**src/rtl/axi_lite_apb_bridge.sv**
```systemverilog
// ============================================================================
// axi_lite_apb_bridge
//
// Purpose:
//   AXI4-Lite slave to APB3 master bridge. Each AXI read or write is turned
//   into exactly one APB transfer. Only one transaction is in flight at a
//   time. Reads and writes are arbitrated fairly by a round-robin pointer.
//   Address-decode errors, partial-strobe writes and APB timeouts are
//   reported through the AXI response channels.
//
// Parameters:
//   BASE_ADDR    AXI window base; bits [31:16] must match the request address,
//                bits [15:0] of the request are passed on to APB.
//   TIMEOUT_CYC  maximum number of ACCESS cycles spent waiting on iPready;
//                0 disables the timeout.
//
// Ports:
//   iClk, iRst                         clock (rising edge), sync active-high reset
//   iAwvalid/oAwready/iAwaddr          AXI write address channel
//   iWvalid/oWready/iWdata/iWstrb      AXI write data channel
//   oBvalid/iBready/oBresp             AXI write response channel
//   iArvalid/oArready/iAraddr          AXI read address channel
//   oRvalid/iRready/oRdata/oRresp      AXI read data channel
//   oPsel/oPenable/oPwrite/oPaddr/oPwdata   APB request
//   iPrdata/iPready/iPslverr           APB completion
// ============================================================================
module axi_lite_apb_bridge #(
    parameter logic [31:0] BASE_ADDR   = 32'h0000_0000,
    parameter int unsigned TIMEOUT_CYC = 16
) (
    input  logic        iClk,
    input  logic        iRst,

    input  logic        iAwvalid,
    output logic        oAwready,
    input  logic [31:0] iAwaddr,

    input  logic        iWvalid,
    output logic        oWready,
    input  logic [31:0] iWdata,
    input  logic [3:0]  iWstrb,

    output logic        oBvalid,
    input  logic        iBready,
    output logic [1:0]  oBresp,

    input  logic        iArvalid,
    output logic        oArready,
    input  logic [31:0] iAraddr,

    output logic        oRvalid,
    input  logic        iRready,
    output logic [31:0] oRdata,
    output logic [1:0]  oRresp,

    output logic        oPsel,
    output logic        oPenable,
    output logic        oPwrite,
    output logic [15:0] oPaddr,
    output logic [31:0] oPwdata,

    input  logic [31:0] iPrdata,
    input  logic        iPready,
    input  logic        iPslverr
);

    typedef enum logic [2:0] {
        IDLE,
        SETUP,
        ACCESS,
        WRESP,
        RRESP,
        ERESP
    } BridgeState;

    localparam logic [1:0]  RESP_OKAY   = 2'b00;
    localparam logic [1:0]  RESP_SLVERR = 2'b10;
    localparam logic [1:0]  RESP_DECERR = 2'b11;
    localparam logic [15:0] TIMEOUT_LAST = 16'(TIMEOUT_CYC - 1);

    BridgeState  r_state;
    logic        r_ptrWrite;
    logic        r_isWrite;
    logic [15:0] r_tcnt;

    logic        r_psel;
    logic        r_penable;
    logic        r_pwrite;
    logic [15:0] r_paddr;
    logic [31:0] r_pwdata;
    logic        r_bvalid;
    logic [1:0]  r_bresp;
    logic        r_rvalid;
    logic [1:0]  r_rresp;
    logic [31:0] r_rdata;

    logic        w_wReq;
    logic        w_rReq;
    logic        w_grantW;
    logic        w_grantR;
    logic [31:0] w_addr;
    logic        w_decErr;
    logic        w_strbErr;
    logic        w_timeout;
    logic        w_apbFail;
    logic        w_respDone;

    // A write needs both AW and W together; a lone AW or W is left waiting.
    // When both directions ask at once, the round-robin pointer breaks the tie.
    assign w_wReq   = iAwvalid & iWvalid;
    assign w_rReq   = iArvalid;
    assign w_grantW = (r_state == IDLE) & w_wReq & (~w_rReq | r_ptrWrite);
    assign w_grantR = (r_state == IDLE) & w_rReq & (~w_wReq | ~r_ptrWrite);

    assign oAwready = w_grantW;
    assign oWready  = w_grantW;
    assign oArready = w_grantR;

    // Address of whichever request is being granted, and its error checks.
    // Decode errors take precedence over strobe errors.
    assign w_addr    = w_grantW ? iAwaddr : iAraddr;
    assign w_decErr  = (w_addr[31:16] != BASE_ADDR[31:16]);
    assign w_strbErr = w_grantW & (iWstrb != 4'hF);

    // The timeout fires on the last allowed ACCESS cycle if the slave is
    // still not ready; a ready slave on that same cycle still wins.
    assign w_timeout = (TIMEOUT_CYC != 0) & (r_tcnt == TIMEOUT_LAST);
    assign w_apbFail = ~iPready | iPslverr;

    // The error path answers on the channel matching the latched direction.
    assign w_respDone = r_isWrite ? iBready : iRready;

    assign oPsel    = r_psel;
    assign oPenable = r_penable;
    assign oPwrite  = r_pwrite;
    assign oPaddr   = r_paddr;
    assign oPwdata  = r_pwdata;
    assign oBvalid  = r_bvalid;
    assign oBresp   = r_bresp;
    assign oRvalid  = r_rvalid;
    assign oRresp   = r_rresp;
    assign oRdata   = r_rdata;

    // Bridge FSM. All APB and AXI response outputs are registered here and
    // returned to zero whenever the bridge goes back to IDLE, so IDLE always
    // presents an all-zero output picture. Reset drops any APB transfer and
    // any pending response immediately.
    always_ff @(posedge iClk) begin
        if (iRst) begin
            r_state    <= IDLE;
            r_ptrWrite <= 1'b1;
            r_isWrite  <= 1'b0;
            r_tcnt     <= '0;
            r_psel     <= 1'b0;
            r_penable  <= 1'b0;
            r_pwrite   <= 1'b0;
            r_paddr    <= '0;
            r_pwdata   <= '0;
            r_bvalid   <= 1'b0;
            r_bresp    <= '0;
            r_rvalid   <= 1'b0;
            r_rresp    <= '0;
            r_rdata    <= '0;
        end else begin
            case (r_state)
                IDLE: begin
                    if (w_grantW || w_grantR) begin
                        // After any grant the other direction gets priority.
                        r_ptrWrite <= w_grantR;
                        r_isWrite  <= w_grantW;
                        if (w_decErr || w_strbErr) begin
                            r_state <= ERESP;
                            if (w_grantW) begin
                                r_bvalid <= 1'b1;
                                r_bresp  <= w_decErr ? RESP_DECERR : RESP_SLVERR;
                            end else begin
                                r_rvalid <= 1'b1;
                                r_rresp  <= RESP_DECERR;
                                r_rdata  <= '0;
                            end
                        end else begin
                            r_state   <= SETUP;
                            r_psel    <= 1'b1;
                            r_penable <= 1'b0;
                            r_pwrite  <= w_grantW;
                            r_paddr   <= {w_addr[15:2], 2'b00};
                            r_pwdata  <= w_grantW ? iWdata : 32'h0;
                            r_tcnt    <= '0;
                        end
                    end
                end

                SETUP: begin
                    r_penable <= 1'b1;
                    r_state   <= ACCESS;
                end

                ACCESS: begin
                    if (iPready || w_timeout) begin
                        r_psel    <= 1'b0;
                        r_penable <= 1'b0;
                        r_pwrite  <= 1'b0;
                        r_paddr   <= '0;
                        r_pwdata  <= '0;
                        if (r_isWrite) begin
                            r_state  <= WRESP;
                            r_bvalid <= 1'b1;
                            r_bresp  <= w_apbFail ? RESP_SLVERR : RESP_OKAY;
                        end else begin
                            r_state  <= RRESP;
                            r_rvalid <= 1'b1;
                            r_rresp  <= w_apbFail ? RESP_SLVERR : RESP_OKAY;
                            r_rdata  <= w_apbFail ? 32'h0 : iPrdata;
                        end
                    end else begin
                        r_tcnt <= r_tcnt + 16'd1;
                    end
                end

                WRESP: begin
                    if (iBready) begin
                        r_bvalid <= 1'b0;
                        r_bresp  <= '0;
                        r_state  <= IDLE;
                    end
                end

                RRESP: begin
                    if (iRready) begin
                        r_rvalid <= 1'b0;
                        r_rresp  <= '0;
                        r_rdata  <= '0;
                        r_state  <= IDLE;
                    end
                end

                ERESP: begin
                    if (w_respDone) begin
                        r_bvalid <= 1'b0;
                        r_bresp  <= '0;
                        r_rvalid <= 1'b0;
                        r_rresp  <= '0;
                        r_rdata  <= '0;
                        r_state  <= IDLE;
                    end
                end

                default: begin
                    r_state <= IDLE;
                end
            endcase
        end
    end

endmodule

```
**config.mk**
```make
export PLATFORM = sky130hd
export DESIGN_NAME = axi_lite_apb_bridge
export DESIGN_NICKNAME = d
export VERILOG_FILES = /design/src/rtl/axi_lite_apb_bridge.sv
export SDC_FILE = /design/constraint.sdc
export NUM_CORES = 1
export LEC_CHECK = 0
export BUFFER_PORTS_ARGS = -buffer_cell sky130_fd_sc_hd__buf_2
export CAP_MARGIN = 20
export CORE_UTILIZATION = 40
export CTS_CLUSTER_DIAMETER = 150
export CTS_CLUSTER_SIZE = 12
export DETAILED_ROUTE_END_ITERATION = 12
export PLACE_DENSITY = 0.68
export SYNTH_ARGS = -nofsm -noshare
export SYNTH_HDL_FRONTEND = slang
export SYNTH_SLANG_ARGS = --single-unit
```
**constraint.sdc**
```tcl
create_clock -name iClk -period 5.5 [get_ports iClk]
set_input_delay 1.1 -clock iClk [delete_from_list [all_inputs] [get_ports iClk]]
set_output_delay 1.1 -clock iClk [all_outputs]
set_load 0.005 [all_outputs]
```
==> run_summary.xml <==
<?xml version="1.0" encoding="UTF-8"?>
<metrics>
  <group name="status">
    <metric name="outcome" unit="">complete, no violations</metric>
  </group>
  <group name="clocking">
    <metric name="insertion_delay" unit="ps">350</metric>
    <metric name="root_buffer" unit="">sky130_fd_sc_hd__clkbuf_16</metric>
    <metric name="cts.sink_count" unit="">108</metric>
    <metric name="maximum_buffer_depth_of_the_clock_tree" unit="">2</metric>
    <metric name="tritoncts" unit="">done</metric>
    <metric name="worst_setup_hold_path_clk_slew" unit="ps">70</metric>
    <metric name="cts_max_level" unit="">3</metric>
    <metric name="post_cts_buffers" unit="">0</metric>
    <metric name="hold_buffers" unit="">0</metric>
    <metric name="numCtsBuffers" unit="">9</metric>
    <metric name="post_cts_resized" unit="">0</metric>
  </group>
  <group name="layout">
    <metric name="fillerInstances" unit="">1120</metric>
    <metric name="final_common_cell" unit="">sky130_fd_sc_hd__buf_2</metric>
    <metric name="multi_input_comb_area" unit="sq um">2590</metric>
    <metric name="most-common-layout-cells" unit="">sky130_fd_sc_hd__buf_2, sky130_fd_sc_hd__nand2_1, sky130_fd_sc_hd__dfxtp_1</metric>
    <metric name="ff_latch_area" unit="sq um">2160</metric>
    <metric name="antenna_cells_inserted" unit="">0</metric>
    <metric name="layout-drive-gt1-share" unit="">0.333</metric>
    <metric name="num-nets-final" unit="">911</metric>
    <metric name="syn_to_final_growth" unit="%">31.1</metric>
    <metric name="fin_cells" unit="">942</metric>
  </group>
  <group name="sta">
    <metric name="fmaxAchievable" unit="MHz">298</metric>
    <metric name="clock_skew" unit="ps">9.57</metric>
    <metric name="hold_viol_final" unit="">0</metric>
    <metric name="slew_violations" unit="">0</metric>
    <metric name="rsz0062_at_grt" unit="">false</metric>
    <metric name="tightestPinTransition" unit="ps">1020</metric>
    <metric name="timing.final.setup_violations" unit="">0</metric>
    <metric name="finalSetupTns" unit="ps">0</metric>
    <metric name="max-slew-margin-rel" unit="">0.314</metric>
    <metric name="finalHoldWorstSlack" unit="ps">443</metric>
    <metric name="finalWorstPathRequiredPeriod" unit="ps">3360</metric>
    <metric name="final.period_utilization" unit="">0.611</metric>
  </group>
  <group name="worst_setup_path">
    <metric name="worstSetupStartpoint" unit="">iArvalid</metric>
    <metric name="timing.reg2reg.setup_slack" unit="ps">2260</metric>
    <metric name="setup.worst_path.end_class" unit="">primary output</metric>
    <metric name="reg2reg_to" unit="">oPwdata[3]</metric>
    <metric name="worst_ep_arrival_time" unit="ps">2260</metric>
    <metric name="reg2reg_depth" unit="">6</metric>
    <metric name="worst_r2r_startpoint" unit="">r_tcnt[0]</metric>
    <metric name="critical_path.max_fanout" unit="">8</metric>
    <metric name="critPathKind" unit="">primary input to primary output</metric>
    <metric name="cp_data_required_time" unit="ps">4400</metric>
    <metric name="startpoint_type" unit="">primary input</metric>
  </group>
  <group name="synth">
    <metric name="synth_async_sr_flop_share" unit="">0</metric>
    <metric name="synth_enable_flop_cells" unit="">0</metric>
    <metric name="postSynth.topFlopCell" unit="">sky130_fd_sc_hd__dfxtp_1</metric>
    <metric name="synthesis.area" unit="sq um">4980</metric>
    <metric name="postSynthCellCount" unit="">571</metric>
    <metric name="post_synth.cell_area_avg" unit="sq um">8.72</metric>
    <metric name="post_synth_num_cell_types" unit="">62</metric>
    <metric name="postSynthRegisterBits" unit="">108</metric>
    <metric name="yosys_warnings" unit="">0</metric>
    <metric name="synth-seq-area-share" unit="">0.434</metric>
  </group>
  <group name="routing">
    <metric name="ant_nets" unit="">0</metric>
    <metric name="route.detailed.wl_per_inst" unit="um">14.1</metric>
    <metric name="vias" unit="">4872</metric>
    <metric name="first_pass_iters" unit="">5</metric>
    <metric name="post_detailed_routing_wire_length" unit="um">13300</metric>
    <metric name="drtIter0Drc" unit="">276</metric>
    <metric name="drc" unit="">0</metric>
    <metric name="viasPerCell" unit="">5.17</metric>
  </group>
  <group name="worst_hold_path">
    <metric name="min-delay-start" unit="">oPenable</metric>
    <metric name="hold_path_endpoint" unit="">oPenable</metric>
    <metric name="timing.hold.worst_path_depth" unit="">2</metric>
    <metric name="holdCritPathClass" unit="">flop to flop</metric>
  </group>
  <group name="pwr">
    <metric name="share_clk_of_total_power" unit="">0.321</metric>
    <metric name="p_per_area" unit="nW/um^2">350</metric>
    <metric name="netSwitchingFraction" unit="">0.315</metric>
    <metric name="power.combinational.fraction" unit="">0.292</metric>
    <metric name="power.share.sequential" unit="">0.387</metric>
    <metric name="power.switching" unit="W">0.000721</metric>
    <metric name="cell_internal_pwr" unit="W">0.00157</metric>
    <metric name="total_power" unit="W">0.00229</metric>
    <metric name="power.ir.vdd_worst" unit="uV">160</metric>
    <metric name="cellLeakagePower" unit="nW">3.05</metric>
  </group>
  <group name="floorplanning">
    <metric name="coreArea" unit="sq um">12100</metric>
    <metric name="die_h" unit="um">114</metric>
    <metric name="die_w" unit="um">114</metric>
    <metric name="core.rowCount" unit="">40</metric>
    <metric name="floorplan.die_area" unit="sq um">12900</metric>
    <metric name="design.portCount" unit="">233</metric>
    <metric name="initial_utilization" unit="">0.413</metric>
  </group>
  <group name="global_routing">
    <metric name="globalRoute.totalOverflow" unit="">0</metric>
    <metric name="number_of_global_route_vias_before_repair" unit="">4728</metric>
    <metric name="first_pass_grt_wire_length" unit="um">21800</metric>
    <metric name="gr-usage-all-layers" unit="">0.209</metric>
    <metric name="pin_count_of_the_biggest_net_entering_global_routing" unit="">44</metric>
    <metric name="initial_antenna_violation_count" unit="">0</metric>
  </group>
  <group name="flow_run">
    <metric name="maxCapViolations" unit="">0</metric>
  </group>
  <group name="placement">
    <metric name="port_buffers" unit="">226</metric>
    <metric name="place_hpwl" unit="um">9570</metric>
    <metric name="globalplace.congestion" unit="">0.861</metric>
    <metric name="dp_cells" unit="">925</metric>
  </group>
</metrics>
## how the worst max path moves through the flow
| stage | to | slack (ps) | cells past startpoint |
|---|---|---|---|
| floorplan | oWready | 2080 | 6 |
| CTS | oWready | 2130 | 5 |
| global route | oWready | 2030 | 5 |
| global placement | oPwdata[7] | 2060 | 6 |
| finish | oWready | 2140 | 5 |
| detailed placement | oPwdata[3] | 1980 | 6 |
## metal layers
| layer | part of all wire | vias up | track usage |
|---|---|---|---|
| met5 | 0 | - | 0 |
| met4 | 0.014 | 0 | 0.0728 |
| met3 | 0.076 | 15 | 0.0584 |
| met2 | 0.47 | 205 | 0.358 |
| met1 | 0.44 | 2245 | 0.251 |
| li1 | - | 2407 | - |
## state kept, by name (all words and copies together), names as in the netlist
register    cells
oPwdata        32
oRdata         32
r_tcnt         16
oPaddr         14
r_state         3
oBresp          2
oRresp          2
oBvalid         1
oPenable        1
oPsel           1
oPwrite         1
oRvalid         1
r_isWrite       1
r_ptrWrite      1
## critical path, stage by stage
cell	delay, ps
sky130_fd_sc_hd__buf_2	120
sky130_fd_sc_hd__nor2b_1	150
sky130_fd_sc_hd__or2_1	290
sky130_fd_sc_hd__nor2_2	390
sky130_fd_sc_hd__buf_2	200
## per-stage QoR
stage / utilization / instance area [sq um] / worst slack, ps
2_1_floorplan: - / 4980 / 2080
3_3_place_gp: 0.509 / 6140 / 2060
3_5_place_dp: 0.510 / 6150 / 1980
4_1_cts: 0.539 / 6500 / 2130
5_1_grt: 0.541 / 6520 / 2030
6_report: 0.541 / 6520 / 2140
## power by group through the flow
| stage | Clock [W] | Sequential [W] | Combinational, W |
|---|---|---|---|
| 4_1_cts | 0.000750 | 0.000884 | 0.000671 |
| 2_1_floorplan | 0 | 0.000877 | 0.000525 |
| 6_report | 0.000735 | 0.000885 | 0.000667 |
| 3_5_place_dp | 0 | 0.000901 | 0.000670 |
| 5_1_grt | 0.000783 | 0.000895 | 0.000733 |
| 3_3_place_gp | 0 | 0.000899 | 0.000653 |
## kinds of logic (layout without fill, tap and decap cells)
kind of cell / after synthesis / after routing / synth area share
xor+xnor: 1 / 1 / 0.00176
compound gates: 97 / 97 / 0.134
other cells: 1 / 2 / 0.000753
buf+inv: 50 / 252 / 0.0480
flops: 108 / 108 / 0.434
mux: 81 / 81 / 0.163
simple gates: 232 / 232 / 0.215
fa+ha+maj: 1 / 1 / 0.00251
## final cells by class
cell class	instances	area share
clock buffer	11	0.0387
clock inverter	5	0.0140
inverter	5	0.00288
multi-input combinational	414	0.397
sequential	108	0.331
tap	168	0.0322
timing repair buffer	231	0.183
## synth_stat cells (all sizes together), types with 3 or more instances
master   number  share of area
a21boi        3         0.0045
a21oi        22          0.022
a311oi        3         0.0053
a31oi         4         0.0050
and2          5         0.0063
and3          4         0.0050
and4          3         0.0053
buf          14          0.021
clkbuf       31          0.023
dfxtp       108           0.43
inv           5         0.0038
mux2i        80           0.16
nand2       152           0.11
nand2b        5         0.0063
nand3         3         0.0030
nand4         6         0.0075
nor2         14          0.012
nor2b         5         0.0063
nor3          3         0.0040
nor4         21          0.030
o211ai        6         0.0090
o21ai        21          0.021
o2bb2ai      14          0.025
or2           4         0.0050
or3           3         0.0038
Note: power is estimated with default switching activity, not from simulation.
